===== config.mk =====
export PLATFORM = sky130hd
export DESIGN_NAME = muldiv_unit
export DESIGN_NICKNAME = d
export VERILOG_FILES = /design/src/rtl/muldiv_unit.sv
export SDC_FILE = /design/constraint.sdc
export NUM_CORES = 1
export LEC_CHECK = 0
export CAP_MARGIN = 5
export CORE_ASPECT_RATIO = 0.8
export CORE_MARGIN = 2
export CORE_UTILIZATION = 25
export DETAILED_ROUTE_END_ITERATION = 8
export PLACE_DENSITY_LB_ADDON = 0.05
export SETUP_SLACK_MARGIN = 0.2
export SLEW_MARGIN = 25
export SYNTH_ARGS = -nofsm -noshare
export SYNTH_HDL_FRONTEND = slang
export SYNTH_SLANG_ARGS = --single-unit

===== constraint.sdc =====
create_clock -name CLK -period 4.2 [get_ports CLK]
set_input_delay 0.42 -clock CLK [delete_from_list [all_inputs] [get_ports CLK]]
set_output_delay 0.42 -clock CLK [all_outputs]
set_load 0.005 [all_outputs]

===== src/rtl/muldiv_unit.sv =====
// Iterative RV32M multiply/divide: one 32-step shift-add / restoring-divide datapath shared by all ops.
// Build option MULDIV_DIV_EN: when undefined, the divider is absent and DIV/DIVU/REM/REMU report illegal.
module muldiv_unit #(
    parameter int XLEN  = 32,
    parameter int CNT_W = 6
) (
    input  logic            CLK,
    input  logic            RST_X,
    input  logic            start,
    input  logic [2:0]      funct3,
    input  logic [XLEN-1:0] rs1_val,
    input  logic [XLEN-1:0] rs2_val,
    input  logic [4:0]      rd_in,
    output logic            busy,
    output logic            done,
    output logic            we,
    output logic [4:0]      rd_out,
    output logic [XLEN-1:0] result,
    output logic            illegal
);
    typedef enum logic [1:0] {IDLE, CALC, FIX, DONE} state_t;

    localparam logic [CNT_W-1:0] LAST = CNT_W'(XLEN - 1);

    state_t           state;
    logic [CNT_W-1:0] cnt;
    logic [XLEN-1:0]  acc_hi;
    logic [XLEN-1:0]  acc_lo;
    logic [XLEN-1:0]  opnd;
    logic [1:0]       op_r;
    logic             neg_a_r;
    logic             neg_b_r;
    logic             fast_r;

    function automatic logic [XLEN-1:0] apply_sign(input logic [XLEN-1:0] v, input logic neg);
        logic signed [XLEN-1:0] sv;
        sv = $signed(v);
        return neg ? -sv : sv;
    endfunction

    function automatic logic [2*XLEN-1:0] apply_sign_wide(input logic [2*XLEN-1:0] v, input logic neg);
        logic signed [2*XLEN-1:0] sv;
        sv = $signed(v);
        return neg ? -sv : sv;
    endfunction

    // Datapath holds magnitudes; the sign and the half/quotient/remainder selection happen once here.
    function automatic logic [XLEN-1:0] fix_value(input logic is_div, input logic [1:0] op,
                                                 input logic na, input logic nb,
                                                 input logic [XLEN-1:0] hi, input logic [XLEN-1:0] lo);
        logic [2*XLEN-1:0] prod;
        prod = apply_sign_wide({hi, lo}, na ^ nb);
        if (is_div)
            return op[1] ? apply_sign(hi, na) : apply_sign(lo, na ^ nb);
        return (op == 2'd0) ? prod[XLEN-1:0] : prod[2*XLEN-1:XLEN];
    endfunction

    logic            a_sgn;
    logic            b_sgn;
    logic            neg_a;
    logic            neg_b;
    logic [XLEN-1:0] abs_a;
    logic [XLEN-1:0] abs_b;
    logic            fast_sel;
    logic [XLEN:0]   mul_sum;

    assign a_sgn = !(funct3 == 3'd3 || funct3 == 3'd5 || funct3 == 3'd7);
    assign b_sgn = a_sgn && (funct3 != 3'd2);
    assign neg_a = a_sgn && rs1_val[XLEN-1];
    assign neg_b = b_sgn && rs2_val[XLEN-1];
    assign abs_a = apply_sign(rs1_val, neg_a);
    assign abs_b = apply_sign(rs2_val, neg_b);
    assign mul_sum = {1'b0, acc_hi} + (acc_lo[0] ? {1'b0, opnd} : '0);

`ifdef MULDIV_DIV_EN
    logic          div_r;
    logic          div_by_zero;
    logic          div_ovf;
    logic [XLEN:0] rem_sh;
    logic [XLEN:0] rem_sub;
    logic          geq;
    localparam logic ill_fix = 1'b0;

    assign div_by_zero = (rs2_val == '0);
    assign div_ovf     = !funct3[0] && (rs1_val == {1'b1, {(XLEN-1){1'b0}}}) && (rs2_val == '1);
    assign fast_sel    = funct3[2] && (div_by_zero || div_ovf);
    assign rem_sh      = {acc_hi, acc_lo[XLEN-1]};
    assign rem_sub     = rem_sh - {1'b0, opnd};
    // Remainder stays below the divisor, so bit XLEN of the difference is a clean borrow.
    assign geq         = !rem_sub[XLEN];
    assign illegal     = 1'b0;
`else
    localparam logic div_r = 1'b0;
    logic ill_fix;
    logic ill_q;

    assign fast_sel = funct3[2];
    assign ill_fix  = fast_r;
    assign illegal  = ill_q;

    always_ff @(posedge CLK or negedge RST_X) begin
        if (!RST_X) ill_q <= 1'b0;
        else        ill_q <= (state == FIX) && fast_r;
    end
`endif

    assign busy = (state != IDLE);

    always_ff @(posedge CLK or negedge RST_X) begin
        if (!RST_X) begin
            state  <= IDLE;
            cnt    <= '0;
            done   <= 1'b0;
            we     <= 1'b0;
            rd_out <= '0;
            result <= '0;
        end else begin
            done <= 1'b0;
            we   <= 1'b0;
            case (state)
                IDLE: if (start) begin
                    rd_out <= rd_in;
                    cnt    <= '0;
                    state  <= fast_sel ? FIX : CALC;
                end
                CALC: begin
                    cnt <= cnt + 1'b1;
                    if (cnt == LAST) state <= FIX;
                end
                FIX: begin
                    result <= fast_r ? acc_lo : fix_value(div_r, op_r, neg_a_r, neg_b_r, acc_hi, acc_lo);
                    done   <= 1'b1;
                    we     <= (rd_out != '0) && !ill_fix;
                    state  <= DONE;
                end
                DONE:    state <= IDLE;
                default: state <= IDLE;
            endcase
        end
    end

    // Operand/accumulator registers carry no reset: they are always loaded on accept before use.
    always_ff @(posedge CLK) begin
        case (state)
            IDLE: if (start) begin
                op_r    <= funct3[1:0];
                neg_a_r <= neg_a;
                neg_b_r <= neg_b;
                fast_r  <= fast_sel;
                acc_hi  <= '0;
`ifdef MULDIV_DIV_EN
                div_r   <= funct3[2];
                if (funct3[2]) begin
                    acc_lo <= abs_a;
                    opnd   <= abs_b;
                    if (div_by_zero)  acc_lo <= funct3[1] ? rs1_val : '1;
                    else if (div_ovf) acc_lo <= funct3[1] ? '0 : rs1_val;
                end else begin
                    acc_lo <= abs_b;
                    opnd   <= abs_a;
                end
`else
                acc_lo  <= funct3[2] ? '0 : abs_b;
                opnd    <= abs_a;
`endif
            end
            CALC: begin
`ifdef MULDIV_DIV_EN
                if (div_r) begin
                    acc_hi <= geq ? rem_sub[XLEN-1:0] : rem_sh[XLEN-1:0];
                    acc_lo <= {acc_lo[XLEN-2:0], geq};
                end else
`endif
                begin
                    acc_hi <= mul_sum[XLEN:1];
                    acc_lo <= {mul_sum[0], acc_lo[XLEN-1:1]};
                end
            end
            default: ;
        endcase
    end

endmodule

==> reports/results.ini, run 1 <==
[sta]
finClkSkew_ps=12.8
fin_tns_setup_ps=0
fin_ws_ps=721
worstMarginPinSlew_ps=843
finalSetupViolations=0
hold_violations=0
max_freq_ghz=0.287
min_period_ps=3480
grt_setup_unrepaired=false
min_period_over_period_pct=82.8
slew_viol_final=0
relSlewSlack_pct=43.4

[floorplanning]
core_area_sq_um=42000
io-pin-count=116
start_util_pct=25.4
die_w_microns=235
die_y_microns=189
row_count=67
die_area_sq_um=44300

[power_and_ir_drop]
seqPwrFrac_pct=34.6
p_clk_share_pct=16.4
irDropWorstVdd_uv=286
p_leak_nw=4.77
p_sw_mw=4.26
power.internal_mw=5.32
swShare_pct=44.5
powerDensity_nw_per_um2=730
combPwrFrac_pct=49.0

[cts]
cts.sinks=149
cts_root_buf=clkbuf_16
clk_latency_ps=450
htree_levels=4
cts_tree=done
cts_buffers=17
clockBufferDepth=2
post_cts_buffers=0
clk_pin_slew_ps=70

[setup_path]
cp.required_ps=4400
crit_buf_inv=0
path_delay_family=compound AO/OA/AOI/OAI gates
cp_slowest_cell=edfxtp_1
critPathLaunchType=flip-flop
worstSetupPathDepth=11
r2r_cells=11
path_class=reg2reg
crit_chain=and2_1 -> ha_1 -> fa_1 -> a211o_1 -> o211ai_1 -> a21oi_1 -> a31o_2 -> a31oi_1 -> o21ai_0 -> xor2_1 -> and2_1
worstSetupEndpointType=flip-flop
critPathMaxStageDelay_ps=500
arrival_ps=3680
cpMostUsedCell=and2_1
crit_fanout=8

[yosys]
syn_inst=1187
synth_edf_count=101
avgSynthCellArea_sq_um=8.98
synthArstFlopShare_pct=32.2
ys.flop_type=edfxtp_1
syn_area_sq_um=10700
syn_nets=1302
ys_seq_area_share_pct=39.7
ys_seq_elements=149
synth_top_area_cell=edfxtp_1
yosys_warnings=0
synth_top_area_share_pct=28.5
yosysUniqueCellTypes=69
yosys-top-cells-area=edfxtp_1, dfrtp_1, o21ai_0

[min_path]
min_path_type=in2async

[cells_and_area]
multi_input_comb_area_sq_um=6120
fillers=4443
drive_above_1_share_pct=6.46
antenna_cells=0
regArea_sq_um=4230
final_net_count=1417
area_growth_pct=23.2

[global_route]
grt_pass1_wl_microns=56600
grt_max_degree=49
grt_pass1_vias=9021
antenna_found_initial=0
track_usage_pct=16.7
grt.overflow.total=0

[place]
io_buffer_count=115
place.gp.congestion=0.835
dp_hpwl_microns=28500
dpl_worst_slack_ps=733

[detailed_routing]
wl_met1_microns=19400
vias=9410
drt_iter0_drc=806
avgViaCountPerCell=5.04
wl_met2_microns=15500
wl_per_cell_microns=19.8
dr_wl_met3_microns=1810
antenna_left=0
first_pass_iters=7
top_layer=met4
drc=0
drt-total-wl_microns=37000

[run]
max_cap_viol_count=0

[outcome]
status=finished clean

-- cells in the final DEF (no fill, tap or decap), types with 6 or more instances in the layout --
cell type	count
and2_1	63
nand2_1	117
mux2i_1	8
o21bai_1	6
o41ai_1	8
clkdlybuf4s50_1	114
dfrtp_1	48
clkbuf_16	17
a31oi_1	13
a21oi_1	80
o221ai_1	8
nand3_1	25
xor2_1	61
o311ai_0	7
edfxtp_1	101
a21o_1	17
a211oi_1	11
ha_1	38
and3_1	11
a221oi_1	6
nor3_1	34
xnor2_1	62
nor4_1	20
o211ai_1	7
or3_1	10
o21ai_0	124
inv_1	27
nand2b_1	10
buf_4	29
o31ai_1	27
nor2_1	88
or4_1	10
nand4_1	13
-- logic make-up after synthesis --
kind of cell    share of synthesized area (%)
simple gates                             20.3
compound gates                           20.7
flops                                    39.7
xor+xnor                                 10.3
buf+inv                                  2.99
fa+ha+maj                                4.77
mux                                      1.28
-- state kept, by name, indices dropped and copies added, names as in the netlist --
register  cells
acc_hi       32
acc_lo       32
opnd         32
result       32
cnt           6
rd_out        5
op_r          2
state         2
done          1
fast_r        1
illegal       1
neg_a_r       1
neg_b_r       1
we            1
-- per-layer routing --
metal,up-vias,global-route usage (%)
met5,-,0
met1,4564,25.7
li1,4623,-
met2,206,23.8
met4,0,2.78
met3,17,3.75
-- cell type report --
type | count | share of cell area [%]
Inverter | 30 | 0.858
Timing Repair Buffer | 146 | 10.6
Multi-Input combinational cell | 958 | 46.6
Sequential cell | 149 | 32.3
Clock inverter | 12 | 0.982
Tap cell | 552 | 5.26
Clock buffer | 20 | 3.40
-- Yosys cell counts, types with 5 or more instances --
library cell and number:
mux2_2 5, a21o_1 17, xor2_1 62, nor4_1 20
nor3_1 34, o41ai_1 8, and2_1 63, and3_1 11
nor2_1 88, o21ai_0 124, edfxtp_1 101, o311ai_0 7
or3_1 10, nand4_1 13, or4_1 10, a31oi_1 13
nand3_1 25, mux2i_1 8, clkbuf_1 47, o221ai_1 8
ha_1 39, a211oi_1 11, dfrtp_1 48, o21bai_1 6
xnor2_1 63, nand2_1 117, o211ai_1 7, nor2b_1 5
o31ai_1 27, a21oi_1 80, a221oi_1 6, nand2b_1 10
inv_1 28
-- metrics by stage --
stage / util, % / power [mW] / cells / hold WS (ps) / cell area, sq um
after floorplan: - / 6.08 / 1187 / 124 / 10700
after global placement: 29.9 / 8.14 / 1834 / 407 / 12500
after detailed placement: 29.9 / 8.07 / 1834 / 399 / 12500
after CTS: 31.3 / 9.70 / 1867 / 451 / 13100
after global routing: 31.3 / 10.4 / 1867 / 471 / 13100
final: 31.3 / 9.58 / 1867 / 452 / 13100
-- what timing repair did --
action                                 in CTS  in global routing
hold buffers                                1                  0
endpoints found under the hold margin      18                  0
gates resized for setup                     0                  0
-- path summary, 6_finish.rpt --
kind,slack [ps],startpoint,endpoint
min reg2reg,520,result[7]$_DFFE_PN0P_,result[7]$_DFFE_PN0P_
min,450,RST_X,cnt[4]$_DFFE_PN0P_
max reg2reg,720,acc_lo[0]$_DFFE_PP_,acc_hi[23]$_SDFFCE_PN0P_
min in group CLK,520,result[7]$_DFFE_PN0P_,result[7]$_DFFE_PN0P_
max,720,acc_lo[0]$_DFFE_PP_,acc_hi[23]$_SDFFCE_PN0P_
max in group asynchronous,2910,RST_X,result[26]$_DFFE_PN0P_
-- power by group through the flow --
stage,combinational [mW],clock (mW),sequential (mW)
global placement,4.76,0,3.38
CTS,4.74,1.62,3.34
global route,5.26,1.67,3.42
detailed placement,4.72,0,3.35
finish,4.70,1.57,3.32
floorplan,3.11,0,2.97
Note: power is estimated with default switching activity, not from simulation.
==> run 2: changes to the inputs <==
Clock period 4.2 ns to 3.3 ns, I/O delays scaled along.
==> reports/results.ini, run 2 (synthesis gave the netlist of run 1 again) <==
[outcome]
status=finished clean

[setup_path]
path_class=reg2reg
critPathMaxStageDelay_ps=460
reg2reg_slack_ps=140
worstSetupEndpointType=flip-flop
crit_fanout=5
r2r-end=acc_hi[17]$_SDFFCE_PN0P_
r2r_cells=10
r2r-start=acc_lo[0]$_DFFE_PP_
cp.required_ps=3510
critPathLaunchType=flip-flop
arrival_ps=3360
cp_slowest_cell=edfxtp_1
crit_chain=and2_4 -> ha_4 -> fa_2 -> a211o_1 -> o211ai_1 -> a21oi_2 -> a31o_4 -> o41a_1 -> or3_1 -> and3_1

[cts]
cts_tree=done
clk_pin_slew_ps=60
cts_hold_buf=0
cts.sinks=149
clockBufferDepth=2
cts_root_buf=clkbuf_16
clk_latency_ps=450
htree_levels=4
cts_buffers=17

[detailed_routing]
drc=0
avgViaCountPerCell=5.04
drt_iter0_drc=766
drt-total-wl_microns=38600
antenna_left=0
first_pass_iters=5
vias=9745
wl_per_cell_microns=20.0

[sta]
min_period_over_period_pct=95.6
relSlewSlack_pct=35.5
fin_tns_setup_ps=0
hold_ws_ps=33.6
finClkSkew_ps=9.53
slew_viol_final=0
max_freq_ghz=0.317
hold_violations=0
min_period_ps=3160
worstMarginPinSlew_ps=968
grt_setup_unrepaired=true
finalSetupViolations=0
fin_ws_ps=145

[power_and_ir_drop]
irDropWorstVdd_uv=578
powerDensity_nw_per_um2=937
finalPower_mw=13.0
p_leak_nw=5.14

[global_route]
grt_pass1_wl_microns=58100
grt_max_degree=65
antenna_found_initial=0
track_usage_pct=17.1
grt.overflow.total=0
grt_pass1_vias=9418

[floorplanning]
start_util_pct=25.4
die_area_sq_um=44300
die_w_microns=235
row_count=67
io-pin-count=116
die_y_microns=189
core_area_sq_um=42000

[cells_and_area]
multi_input_comb_area_sq_um=6350
regArea_sq_um=4230
drive_above_1_share_pct=13.5
fillers=4358
final_net_count=1482
final_cell_mix=o21ai_0, nand2_1, clkdlybuf4s50_1, edfxtp_1, buf_4
antenna_cells=0
final_common_cell=o21ai_0
area_growth_pct=30.5

[min_path]
min_path_type=in2async

[place]
place.gp.congestion=0.848
dp_hpwl_microns=29600
dpl_worst_slack_ps=9.57
io_buffer_count=115

[run]
max_cap_viol_count=0

run 2: cell types whose count changed in the layout (fill, tap and decap cells not counted), moves of 4 or more:
cell	previous run	this run
nor3_1	34	30
buf_4	29	92
a21oi_2	0	5
nor4_2	0	4
a21oi_1	80	75
ha_1	38	34
ha_4	0	4
nor3_2	2	6
nor4_1	20	16
run 2: worst max-delay path, delay by kind of cell (launching register included):
kind,cells,cell delay [ps]
and+or+nand+nor,3,660
AOI/OAI and AO/OA,5,1270
adders and majority gates,2,510
DFF,1,460
run 2: area by class of cell:
cell class                 instances  area share [%]
tap                              552            4.97
sequential                       149            30.5
timing repair buffer             211            13.8
clock inverter                    13            1.07
inverter                          30           0.810
clock buffer                      19            3.19
multi-input combinational        958            45.7
run 2: how the worst max path moves through the flow:
stage / depth (start not counted) / to / slack, ps / startpoint
3_3_place_gp: 10 / acc_hi[17]$_SDFFCE_PN0P_ / 70 / acc_lo[0]$_DFFE_PP_
3_5_place_dp: 11 / acc_hi[28]$_SDFFCE_PN0P_ / 10 / acc_lo[0]$_DFFE_PP_
2_1_floorplan: 11 / acc_hi[17]$_SDFFCE_PN0P_ / 150 / acc_lo[0]$_DFFE_PP_
5_1_grt: 10 / acc_hi[17]$_SDFFCE_PN0P_ / 10 / acc_lo[0]$_DFFE_PP_
4_1_cts: 10 / acc_hi[17]$_SDFFCE_PN0P_ / 50 / acc_lo[0]$_DFFE_PP_
6_report: 10 / acc_hi[17]$_SDFFCE_PN0P_ / 140 / acc_lo[0]$_DFFE_PP_
run 2: metrics by stage:
stage          area (sq um)  utilization, %  std cells
6_report              13900            33.1       1932
2_1_floorplan         10700               -       1187
5_1_grt               13900            33.1       1932
3_3_place_gp          13000            30.9       1887
4_1_cts               13600            32.4       1920
3_5_place_dp          13000            30.9       1887
run 2: metal layers:
metal,vias to the layer above,wire (microns),GRT usage [%],part of all wire (%)
li1,4766,-,-,-
met1,4763,20300,26.1,53
met2,190,16400,25.1,42
met3,26,1500,2.90,3.9
met4,0,418,3.77,1.1
met5,-,0,0,0
run 2: what timing repair did:
item | 4_1_cts | 5_1_grt
gates cloned | 0 | 1
pin swaps | 4 | 13
buffers inserted | 1 | 11
resized for setup | 6 | 38
setup endpoints to repair | 13 | 36
run 2: power breakdown:
part	leakage, nW	internal [mW]	switching, mW
combinational	3.31	3.02	3.96
clock	0.269	1.14	0.877
sequential	1.57	3.12	0.903
